<file path="src/rtl/clock_set_core.sv">
// Time-of-day core: HH:MM:SS counters, alarm, field-by-field setting.
// Ports: sysclk/rst, key pulses in; six BCD digits, twinkle, pm,
// valid_sd, alarm_en, alarm_ring out (all registered).
module clock_set_core #(
    parameter int CLK_DIV     = 50000000,
    parameter int TWINKLE_DIV = 12500000,
    parameter int HOUR_24     = 1,
    parameter int RING_SEC    = 60
) (
    input  logic       sysclk,
    input  logic       rst,
    input  logic       long_pression1,
    input  logic       short_pression1,
    input  logic       long_pression0,
    input  logic       short_pression0,
    output logic [3:0] reg_num6,
    output logic [3:0] reg_num5,
    output logic [3:0] reg_num4,
    output logic [3:0] reg_num3,
    output logic [3:0] reg_num2,
    output logic [3:0] reg_num1,
    output logic [5:0] twinkle,
    output logic       pm,
    output logic       valid_sd,
    output logic       alarm_en,
    output logic       alarm_ring
);

    localparam int PW = $clog2(CLK_DIV);
    localparam int BW = (TWINKLE_DIV > 1) ? $clog2(TWINKLE_DIV) : 1;
    localparam logic [PW-1:0] PRE_MAX   = PW'(CLK_DIV - 1);
    localparam logic [BW-1:0] BLINK_MAX = BW'(TWINKLE_DIV - 1);
    localparam logic [7:0]    RING_LOAD = 8'(RING_SEC);
    localparam logic [3:0]    RST_HT = (HOUR_24 != 0) ? 4'd0 : 4'd1;
    localparam logic [3:0]    RST_HU = (HOUR_24 != 0) ? 4'd0 : 4'd2;

    typedef enum logic [1:0] {
        RUN       = 2'd0,
        SET_TIME  = 2'd1,
        SET_ALARM = 2'd2
    } state_t;

    state_t state;
    state_t state_nxt;

    logic [PW-1:0] prescaler;
    logic [4:0]    hour;
    logic [5:0]    min;
    logic [5:0]    sec;
    logic [4:0]    alm_hour;
    logic [5:0]    alm_min;
    logic [1:0]    field;
    logic          phase;
    logic [BW-1:0] blink_cnt;
    logic [7:0]    ring_cnt;

    // Binary 0..59 to two BCD digits.
    function automatic logic [7:0] to_bcd(input logic [5:0] v);
        logic [5:0] r;
        logic [3:0] t;
        r = v;
        t = 4'd0;
        if (r >= 6'd40) begin
            r = r - 6'd40;
            t = t + 4'd4;
        end
        if (r >= 6'd20) begin
            r = r - 6'd20;
            t = t + 4'd2;
        end
        if (r >= 6'd10) begin
            r = r - 6'd10;
            t = t + 4'd1;
        end
        return {t, 4'(r)};
    endfunction

    // Only the highest-priority pulse of a cycle acts.
    logic p_l1, p_l0, p_s1, p_s0;
    always_comb begin
        p_l1 = long_pression1;
        p_l0 = long_pression0 & ~long_pression1;
        p_s1 = short_pression1 & ~long_pression1 & ~long_pression0;
        p_s0 = short_pression0 & ~long_pression1 & ~long_pression0
             & ~short_pression1;
    end

    // FSM: state register
    always_ff @(posedge sysclk) begin
        if (rst) state <= RUN;
        else     state <= state_nxt;
    end

    // FSM: next state
    always_comb begin
        state_nxt = state;
        case (state)
            RUN: begin
                if (p_l1)      state_nxt = SET_TIME;
                else if (p_l0) state_nxt = SET_ALARM;
            end
            SET_TIME: begin
                if (p_l1) state_nxt = RUN;
            end
            SET_ALARM: begin
                if (p_l0) state_nxt = RUN;
            end
            default: state_nxt = RUN;
        endcase
    end

    // FSM: control outputs
    logic in_set, counting, tick;
    logic edit_time, edit_alarm, adv_field;
    logic toggle_alarm, enter_set, restart_blink;
    always_comb begin
        in_set        = (state != RUN);
        counting      = (state != SET_TIME);
        tick          = counting && (prescaler == PRE_MAX);
        edit_time     = (state == SET_TIME) && p_s0;
        edit_alarm    = (state == SET_ALARM) && p_s0;
        adv_field     = in_set && p_s1;
        toggle_alarm  = (state == RUN) && p_s0;
        enter_set     = (state == RUN) && (state_nxt != RUN);
        restart_blink = enter_set || adv_field;
    end

    // Held at 0 throughout SET_TIME, so leaving it restarts a full second.
    always_ff @(posedge sysclk) begin
        if (rst || !counting) prescaler <= '0;
        else if (tick)        prescaler <= '0;
        else                  prescaler <= prescaler + PW'(1);
    end

    // Incremented values, shared by carry chain and field editing.
    logic       sec_wrap, min_wrap, hour_wrap;
    logic [5:0] sec_n, min_n, alm_min_n;
    logic [4:0] hour_n, alm_hour_n;
    always_comb begin
        sec_wrap   = (sec == 6'd59);
        min_wrap   = (min == 6'd59);
        hour_wrap  = (hour == 5'd23);
        sec_n      = sec_wrap ? 6'd0 : sec + 6'd1;
        min_n      = min_wrap ? 6'd0 : min + 6'd1;
        hour_n     = hour_wrap ? 5'd0 : hour + 5'd1;
        alm_min_n  = (alm_min == 6'd59) ? 6'd0 : alm_min + 6'd1;
        alm_hour_n = (alm_hour == 5'd23) ? 5'd0 : alm_hour + 5'd1;
    end

    // Ticks never occur in SET_TIME, so they cannot collide with edits.
    always_ff @(posedge sysclk) begin
        if (rst) begin
            hour <= 5'd0;
            min  <= 6'd0;
            sec  <= 6'd0;
        end else if (tick) begin
            sec <= sec_n;
            if (sec_wrap) begin
                min <= min_n;
                if (min_wrap) hour <= hour_n;
            end
        end else if (edit_time) begin
            case (field)
                2'd0:    hour <= hour_n;
                2'd1:    min  <= min_n;
                2'd2:    sec  <= sec_n;
                default: ;
            endcase
        end
    end

    always_ff @(posedge sysclk) begin
        if (rst) begin
            alm_hour <= 5'd0;
            alm_min  <= 6'd0;
        end else if (edit_alarm) begin
            if (field == 2'd0) alm_hour <= alm_hour_n;
            else               alm_min  <= alm_min_n;
        end
    end

    always_ff @(posedge sysclk) begin
        if (rst || enter_set) begin
            field <= 2'd0;
        end else if (adv_field) begin
            if (state == SET_TIME)
                field <= (field == 2'd2) ? 2'd0 : field + 2'd1;
            else
                field <= (field == 2'd1) ? 2'd0 : field + 2'd1;
        end
    end

    // Phase "on" is encoded as 0: the selected digits strobe first.
    always_ff @(posedge sysclk) begin
        if (rst || restart_blink) begin
            blink_cnt <= '0;
            phase     <= 1'b0;
        end else if (blink_cnt == BLINK_MAX) begin
            blink_cnt <= '0;
            phase     <= ~phase;
        end else begin
            blink_cnt <= blink_cnt + BW'(1);
        end
    end

    // Match against the time this tick is about to produce.
    logic [5:0] t_min;
    logic [4:0] t_hour;
    logic       match;
    always_comb begin
        t_min  = sec_wrap ? min_n : min;
        t_hour = (sec_wrap && min_wrap) ? hour_n : hour;
        match  = tick && sec_wrap && (t_min == alm_min)
              && (t_hour == alm_hour);
    end

    always_ff @(posedge sysclk) begin
        if (rst) begin
            alarm_en   <= 1'b0;
            alarm_ring <= 1'b0;
            ring_cnt   <= 8'd0;
        end else if (toggle_alarm) begin
            alarm_en   <= ~alarm_en;
            alarm_ring <= 1'b0;
            ring_cnt   <= 8'd0;
        end else if (match && alarm_en) begin
            alarm_ring <= 1'b1;
            ring_cnt   <= RING_LOAD;
        end else if (tick && alarm_ring) begin
            ring_cnt <= ring_cnt - 8'd1;
            if (ring_cnt <= 8'd1) alarm_ring <= 1'b0;
        end
    end

    // Display path: source select, 12 h mapping, BCD, blink mask.
    logic [4:0] d_hour, h_shown;
    logic [5:0] d_min, d_sec;
    logic [7:0] hb, mb, sb;
    logic       pm_n;
    logic [5:0] twinkle_n;
    always_comb begin
        if (state == SET_ALARM) begin
            d_hour = alm_hour;
            d_min  = alm_min;
            d_sec  = 6'd0;
        end else begin
            d_hour = hour;
            d_min  = min;
            d_sec  = sec;
        end
        if (HOUR_24 != 0) begin
            h_shown = d_hour;
            pm_n    = 1'b0;
        end else begin
            if (d_hour == 5'd0)      h_shown = 5'd12;
            else if (d_hour > 5'd12) h_shown = d_hour - 5'd12;
            else                     h_shown = d_hour;
            pm_n = (d_hour >= 5'd12);
        end
        hb = to_bcd({1'b0, h_shown});
        mb = to_bcd(d_min);
        sb = to_bcd(d_sec);
        twinkle_n = 6'b000000;
        if (in_set) begin
            case (field)
                2'd0:    twinkle_n = {{2{~phase}}, 4'b0000};
                2'd1:    twinkle_n = {2'b00, {2{~phase}}, 2'b00};
                2'd2:    twinkle_n = {4'b0000, {2{~phase}}};
                default: twinkle_n = 6'b000000;
            endcase
        end
    end

    always_ff @(posedge sysclk) begin
        if (rst) begin
            reg_num6 <= RST_HT;
            reg_num5 <= RST_HU;
            reg_num4 <= 4'd0;
            reg_num3 <= 4'd0;
            reg_num2 <= 4'd0;
            reg_num1 <= 4'd0;
            twinkle  <= 6'b000000;
            pm       <= 1'b0;
            valid_sd <= 1'b1;
        end else begin
            reg_num6 <= hb[7:4];
            reg_num5 <= hb[3:0];
            reg_num4 <= mb[7:4];
            reg_num3 <= mb[3:0];
            reg_num2 <= sb[7:4];
            reg_num1 <= sb[3:0];
            twinkle  <= twinkle_n;
            pm       <= pm_n;
            valid_sd <= (state == RUN);
        end
    end

endmodule

</file>
<file path="config.mk">
export PLATFORM = sky130hd
export DESIGN_NAME = clock_set_core
export DESIGN_NICKNAME = d
export VERILOG_FILES = /design/src/rtl/clock_set_core.sv
export SDC_FILE = /design/constraint.sdc
export NUM_CORES = 1
export LEC_CHECK = 0
export BUFFER_PORTS_ARGS = -buffer_cell sky130_fd_sc_hd__buf_2
export CAP_MARGIN = 20
export CORE_MARGIN = 4
export CORE_UTILIZATION = 30
export CTS_BUF_LIST = sky130_fd_sc_hd__clkbuf_4
export DETAILED_ROUTE_END_ITERATION = 10
export GPL_ROUTABILITY_DRIVEN = 0
export GPL_TIMING_DRIVEN = 0
export SYNTH_ARGS = -nofsm -noshare
export SYNTH_HDL_FRONTEND = slang
export SYNTH_SLANG_ARGS = --single-unit
</file>
<file path="constraint.sdc">
create_clock -name sysclk -period 2.85 [get_ports sysclk]
set_input_delay 0.57 -clock sysclk [delete_from_list [all_inputs] [get_ports sysclk]]
set_output_delay 0.57 -clock sysclk [all_outputs]
set_load 0.05 [all_outputs]
</file>
==> results of run 1 <==
metal layers:
metal	GRT usage (%)	share of wire (%)	vias to the layer above
li1	-	-	2641
met1	17.55	52	2341
met2	18.61	43	75
met3	3.422	3.4	13
met4	4.163	1.3	0
met5	0	0	-
how the worst max path moves through the flow:
stage / from / slack [ns] / end / cells after the start
finish: state[0]$_SDFF_PP0_ / 0.07 / reg_num1[3]$_SDFF_PP0_ / 14
detailed placement: state[0]$_SDFF_PP0_ / -0.50 / reg_num1[3]$_SDFF_PP0_ / 13
CTS: min[0]$_SDFFE_PP0P_ / 0.02 / ring_cnt[6]$_SDFFE_PP0P_ / 9
global placement: state[0]$_SDFF_PP0_ / -0.45 / reg_num1[3]$_SDFF_PP0_ / 13
floorplan: state[0]$_SDFF_PP0_ / 0.02 / reg_num1[3]$_SDFF_PP0_ / 13
global route: state[0]$_SDFF_PP0_ / -0.09 / reg_num1[3]$_SDFF_PP0_ / 14
power by group through the flow:
stage	Sequential [mW]	Clock, mW	Combinational, mW
finish	1.67	1.10	0.193
global route	1.67	1.21	0.210
floorplan	1.71	0	0.114
detailed placement	1.70	0	0.173
global placement	1.70	0	0.171
CTS	1.67	1.14	0.179
worst max-delay path: stages, from the launching register on:
cell	delay (ns)
sky130_fd_sc_hd__dfxtp_4	0.37
sky130_fd_sc_hd__nand2b_4	0.16
sky130_fd_sc_hd__buf_12	0.15
sky130_fd_sc_hd__buf_12	0.14
sky130_fd_sc_hd__nand2_1	0.11
sky130_fd_sc_hd__ha_4	0.21
sky130_fd_sc_hd__a211oi_4	0.35
sky130_fd_sc_hd__nand2_1	0.13
sky130_fd_sc_hd__a21oi_2	0.21
sky130_fd_sc_hd__a31oi_4	0.06
sky130_fd_sc_hd__ha_2	0.23
sky130_fd_sc_hd__nand3_1	0.06
sky130_fd_sc_hd__o21ai_0	0.08
sky130_fd_sc_hd__a221oi_1	0.28
sky130_fd_sc_hd__nor2_1	0.07
registers in the layout, indices dropped and copies added, names as in the netlist, 4 cells and up:
| register | cells |
|---|---|
| reg_num3 | 4 |
| sec | 6 |
| prescaler | 26 |
| reg_num5 | 4 |
| hour | 5 |
| min | 6 |
| blink_cnt | 24 |
| alm_hour | 5 |
| alm_min | 6 |
| ring_cnt | 8 |
| reg_num1 | 4 |
repair_timing:
item / in CTS / in global routing
endpoints found under the setup margin: 15 / 43
gates resized for setup: 13 / 20
pin swaps: 2 / 7
buffers inserted: 2 / 10
synthesized netlist by cell type (19+ instances only):
master | n | share of area (%)
sky130_fd_sc_hd__nand2_1 | 53 | 3.3
sky130_fd_sc_hd__nand4_1 | 19 | 2.0
sky130_fd_sc_hd__nor2_1 | 109 | 6.8
sky130_fd_sc_hd__mux2i_1 | 19 | 3.2
sky130_fd_sc_hd__inv_1 | 23 | 1.4
sky130_fd_sc_hd__dfxtp_1 | 117 | 39
sky130_fd_sc_hd__nand3_1 | 29 | 2.4
sky130_fd_sc_hd__nor3_1 | 25 | 2.1
sky130_fd_sc_hd__xor2_1 | 43 | 6.2
sky130_fd_sc_hd__o21ai_0 | 25 | 2.1
sky130_fd_sc_hd__a21oi_1 | 40 | 3.3
sky130_fd_sc_hd__xnor2_1 | 29 | 4.2
layout make-up:
type / instances / area [um^2] / area share [%]
repair buffers: 45 / 255.2 / 3.637
well taps: 265 / 331.6 / 4.725
multi-input cells: 549 / 3537 / 50.40
flip-flops and latches: 117 / 2352 / 33.52
inverters: 23 / 86.33 / 1.230
plain buffers: 37 / 212.7 / 3.031
clock inverters: 15 / 115.1 / 1.640
clock buffers: 17 / 127.6 / 1.819
cell families after synthesis:
group | count (synthesis) | synth area share (%)
AND/OR/NAND/NOR | 318 | 26.75
AO/OA/AOI/OAI | 108 | 10.99
multiplexers | 30 | 5.205
other | 1 | 0.06216
XOR/XNOR | 72 | 10.45
flip-flops | 117 | 38.82
buffers and inverters | 60 | 4.438
adder cells (fa/ha/maj) | 16 | 3.277
stage by stage:
| step | power, mW | setup slack, ns | area (um^2) |
|---|---|---|---|
| after floorplan | 1.825 | 0.02104 | 6053 |
| after global placement | 1.873 | -0.4545 | 6550 |
| after detailed placement | 1.875 | -0.4991 | 6550 |
| after CTS | 2.988 | 0.02383 | 6858 |
| after global routing | 3.089 | -0.08773 | 7018 |
| final | 2.961 | 0.07408 | 7018 |
==> metrics.yaml, run 1 <==
detail_route.vias_per_cell: 4.747
design.portCount: 40
cts-root-buf: "sky130_fd_sc_hd__clkbuf_4"
syn_area_um2: 6033
critical_path_required_ns: 3.25
power.switching_fraction_pct: 28.01
overall_die_height_um: 149.8
seq_area_frac_synth_pct: 38.82
layout-drive-gt1-share_pct: 17.19
grt_pass1_wl_mm: 22.59
cts.reportedPaths.clkPinSlew_ns: 0.12
internal-power_mw: 2.131
timing.slew.headroom_pct: 45.13
power_per_cell_area_nw_per_um2: 421.8
reg2reg_slack_ns: 0.07
final_total_negative_setup_slack_ns: 0
postSynthCellCount: 722
detail_route.wirelength_mm: 13.80
grtUsageTotal_pct: 12.53
post-route-util_pct: 35.82
p_sw_mw: 0.8294
mostFrequentLayoutCells: "sky130_fd_sc_hd__dfxtp_1, sky130_fd_sc_hd__nor2_1, sky130_fd_sc_hd__nand2_1"
syn2layout_area_growth_pct: 16.32
fp.coreArea_um2: 19590
power.combinational.fraction_pct: 6.5
timing.final.crit_share_pct: 97.40
cts_max_path_buffers: 2
startpoint_of_the_lowest_slack_register_to_register_path: "state[0]$_SDFF_PP0_"
number_of_design_rule_violations_left_after_detail_routing: 0
finalClockSkew_ns: 0.02150
tritoncts_num_sinks: 117
asyncSetResetFlopFracSynth_pct: 0
yosysWarnings: 0
share_seq_of_total_power_pct: 56.3
end_kind: "flip-flop"
hold_path_class: "in -> reg"
layoutNonFillerInstCount: 1068
vdd.ir_drop.worst_uv: 216.2
drt_first_pass_iters: 5
synth.ff_latch_count: 117
r2r.worst_path.cells: 14
worst_hold_path.endpoint: "state[0]$_SDFF_PP0_"
die_w_um: 149.8
crit-reg2reg-capture: "reg_num1[3]$_SDFF_PP0_"
hold_viol: 0
detailed_route_via_count: 5070
synthesis.area_per_instance_um2: 8.356
clock_power_share_pct: 37.2
floorplan.die_area_um2: 22440
htree_depth: 4
leakage_power_nw: 2.620
timing_max_transition_violations_final: 0
critical_path_arrival_ns: 3.17
hold_bufs_at_cts: 0
dominantRegCellSynth: "sky130_fd_sc_hd__dfxtp_1"
hold-worst-slack_ns: 0.3862
insertion_delay_ns: 0.54
floorplan.rows: 51
first_global_vias: 4651
worst-slew-pin-transition_ns: 0.8155
cell_variety_after_synth: 63
nets: 811
critPathKind: "reg -> reg"
first_drt_iteration_drcs: 301
min-delay-start: "long_pression1"
max_clock_freq_ghz: 0.3602
antenna_cells_inserted: 0
timing.final.setup_violations: 0
cts_tree: "done"
number_of_enable_type_register_cells_in_the_synthesized_netlist: 0
initial_utilization_pct: 30.80
period_minus_slack_ns: 2.776
start_kind: "flip-flop"
grt.overflow.total: 0
numCtsBuffers: 17
number_of_antenna_violations_at_the_first_check_in_global_routing: 0
maxCapViolCount: 0
num-fill-cells: 2068
grt_start_max_net_pins: 17
route.antenna.remaining_nets: 0
port-buffer-count: 33
min_path_cells: 3
wl_per_cell_um: 12.92
outcome: "complete, no violations"
layout_commonest_cell: "sky130_fd_sc_hd__dfxtp_1"
critical_path.max_fanout: 10
dp_hpwl_mm: 9.654
placedCellCount: 1024
No activity file was read; power rests on OpenSTA's default activity.
==> run 2, diff against run 1 <==
--- a/config.mk
+++ b/config.mk
@@ -5,7 +5,7 @@
 export SDC_FILE = /design/constraint.sdc
 export NUM_CORES = 1
 export LEC_CHECK = 0
-export BUFFER_PORTS_ARGS = -buffer_cell sky130_fd_sc_hd__buf_2
+export BUFFER_PORTS_ARGS = -buffer_cell sky130_fd_sc_hd__buf_4
 export CAP_MARGIN = 20
 export CORE_MARGIN = 4
 export CORE_UTILIZATION = 30
==> run 2 against run 1 <==
Sequential share of layout area down 0.66 points; highest routed layer unchanged; final area rose by 2.0%; worst setup slack improved by 0.056 ns; critical path type unchanged; largest power group unchanged.
==> metrics.yaml, run 2 (synthesis results as in run 1) <==
detail_route.vias_per_cell: 4.768  # +0.44%
route.antenna.remaining_nets: 0  # unchanged
max_stage_delay_cell_worst_path: "sky130_fd_sc_hd__or3_1"
hold_path_class: "in -> reg"
timing.final.setup_violations: 0  # unchanged
detailed_route_via_count: 5073  # +0.059%
overall_die_height_um: 149.8  # unchanged
layoutNonFillerInstCount: 1064  # -0.37%
cts_max_path_buffers: 2  # unchanged
critPathKind: "reg -> reg"
tritoncts_num_sinks: 117  # unchanged
die_w_um: 149.8  # unchanged
largest_registers: "prescaler (26), blink_cnt (24), ring_cnt (8)"
antenna_cells_inserted: 0  # unchanged
power.switching_fraction_pct: 24.25  # -3.8 points
grt_start_max_net_pins: 17  # unchanged
period_minus_slack_ns: 2.720  # -0.05632 ns
vdd.ir_drop.worst_uv: 203.5  # -5.9%
max_clock_freq_ghz: 0.3677  # +2.1%
worst-slew-pin-transition_ns: 0.8032  # -0.01227 ns
grtUsageTotal_pct: 12.44  # -0.089 points
first_drt_iteration_drcs: 407  # +35%
top_register: "prescaler"
p_sw_mw: 0.7718  # -6.9%
floorplan.rows: 51  # unchanged
slowest_delay_ns: 0.47  # +0.10 ns
timing.final.crit_share_pct: 95.42  # -2.0 points
hold-worst-slack_ns: 0.3480  # -0.03814 ns
mostFrequentLayoutCells: "sky130_fd_sc_hd__dfxtp_1, sky130_fd_sc_hd__nor2_1, sky130_fd_sc_hd__nand2_1"
maxCapViolCount: 0  # unchanged
critical_path_required_ns: 3.27  # +0.02 ns
cts_tree: "done"
htree_depth: 4  # unchanged
critical_path.max_fanout: 9  # -1
number_of_design_rule_violations_left_after_detail_routing: 0  # unchanged
wl_per_cell_um: 12.96  # +0.27%
first_global_vias: 4548  # -2.2%
layout-drive-gt1-share_pct: 16.77  # -0.41 points
design.portCount: 40  # unchanged
power_per_cell_area_nw_per_um2: 444.6  # +5.4%
placedCellCount: 1024  # unchanged
grt.overflow.total: 0  # unchanged
cts-root-buf: "sky130_fd_sc_hd__clkbuf_4"
nets: 809  # -0.25%
timing.slew.headroom_pct: 45.96  # +0.83 points
drt_first_pass_iters: 5  # unchanged
worst-path-buf-inv: 2  # unchanged
start_kind: "flip-flop"
detail_route.wirelength_mm: 13.79  # -0.10%
cpLargestDelayFamily: "simple AND/OR/NAND/NOR gates"
hold_bufs_at_cts: 0  # unchanged
syn2layout_area_growth_pct: 18.64
clock_power_share_pct: 41.7  # +4.5 points
floorplan.die_area_um2: 22440  # unchanged
internal-power_mw: 2.411  # +13%
critical_path_arrival_ns: 3.14  # -0.03 ns
dp_hpwl_mm: 9.617  # -0.38%
timing_max_transition_violations_final: 0  # unchanged
num-fill-cells: 2052  # -0.77%
insertion_delay_ns: 0.54  # about the same
largest_reg_flops: 26  # unchanged
cts.reportedPaths.clkPinSlew_ns: 0.11  # about the same
initial_utilization_pct: 30.80  # unchanged
numCtsBuffers: 17  # unchanged
fp.coreArea_um2: 19590  # unchanged
share_seq_of_total_power_pct: 52.3  # -4.0 points
grt_pass1_wl_mm: 22.53  # -0.27%
leakage_power_nw: 2.648  # +1.1%
outcome: "complete, no violations"
hold_viol: 0  # unchanged
port-buffer-count: 33  # unchanged
cpMostUsedCell: "sky130_fd_sc_hd__nand4_1"
worstPathCellList: "ha_2 -> nand4_1 -> or3_1 -> nor3_4 -> buf_12 -> nand4_1 -> or4_1 -> clkbuf_4 -> nor3b_2"
number_of_antenna_violations_at_the_first_check_in_global_routing: 0  # unchanged
layout_commonest_cell: "sky130_fd_sc_hd__dfxtp_1"
power.combinational.fraction_pct: 6.0  # -0.5 points
finalClockSkew_ns: 0.01314  # -0.008363 ns
final_total_negative_setup_slack_ns: 0  # unchanged
end_kind: "flip-flop"
[run 2: cell count changes in the layout (fill, tap and decap cells not counted), sizes merged]
cell / before / now
buf: 63 / 58
clkbuf: 36 / 41
bufinv: 1 / 4
clkinv: 10 / 7
clkinvlp: 3 / 0
inv: 24 / 23
[run 2: worst paths after layout]
check / startpoint / endpoint / slack (ns) / cells past startpoint
min: long_pression1 / state[0]$_SDFF_PP0_ / 0.35 / 3
max reg2reg: prescaler[0]$_SDFF_PP0_ / ring_cnt[6]$_SDFFE_PP0P_ / 0.13 / 9
min reg2reg: prescaler[0]$_SDFF_PP0_ / prescaler[0]$_SDFF_PP0_ / 0.48 / 1
max: prescaler[0]$_SDFF_PP0_ / ring_cnt[6]$_SDFFE_PP0P_ / 0.13 / 9
[run 2: area by class of cell]
| type | instances | area [um^2] | share of cell area (%) |
|---|---|---|---|
| Buffer | 37 | 217.7 | 3.041 |
| Clock buffer | 19 | 142.6 | 1.993 |
| Clock inverter | 11 | 160.2 | 2.237 |
| Inverter | 23 | 86.33 | 1.206 |
| Multi-Input combinational cell | 549 | 3528 | 49.29 |
| Sequential cell | 117 | 2352 | 32.86 |
| Tap cell | 265 | 331.6 | 4.632 |
| Timing Repair Buffer | 43 | 339.1 | 4.737 |
[run 2: metal layers]
layer / wire length (um) / vias to the layer above / global-route usage, %
met4: 168 / 0 / 4.026
met3: 659 / 18 / 3.543
li1: - / 2647 / -
met2: 5997 / 99 / 18.38
met5: 0 / - / 0
met1: 6960 / 2309 / 17.46
[run 2: through the flow]
| step | util (%) | cell area [um^2] | total power, mW | setup slack [ns] |
|---|---|---|---|---|
| 2_1_floorplan | - | 6053 | 1.825 | 0.02104 |
| 3_3_place_gp | 33.86 | 6633 | 1.879 | -0.4716 |
| 3_5_place_dp | 33.86 | 6633 | 1.879 | -0.4764 |
| 4_1_cts | 35.67 | 6988 | 3.218 | 0.009742 |
| 5_1_grt | 36.54 | 7158 | 3.326 | -0.03479 |
| 6_report | 36.54 | 7158 | 3.183 | 0.1304 |
[run 2: power groups by stage]
stage / Combinational (mW) / Sequential, mW / Clock [mW]
after floorplan: 0.114 / 1.71 / 0
after global routing: 0.208 / 1.67 / 1.45
after detailed placement: 0.177 / 1.70 / 0
final: 0.190 / 1.66 / 1.33
after CTS: 0.182 / 1.67 / 1.37
after global placement: 0.176 / 1.70 / 0
[run 2: tightest hold or removal path, stage by stage]
cell and delay (ns):
sky130_fd_sc_hd__buf_4 0.13, sky130_fd_sc_hd__xnor2_1 0.12, sky130_fd_sc_hd__nor3_1 0.04
[run 2: what timing repair did]
item / 4_1_cts / 5_1_grt
buffers inserted: 2 / 8
resized for setup: 11 / 27
pin swaps: 2 / 7
endpoints found under the setup margin: 11 / 42
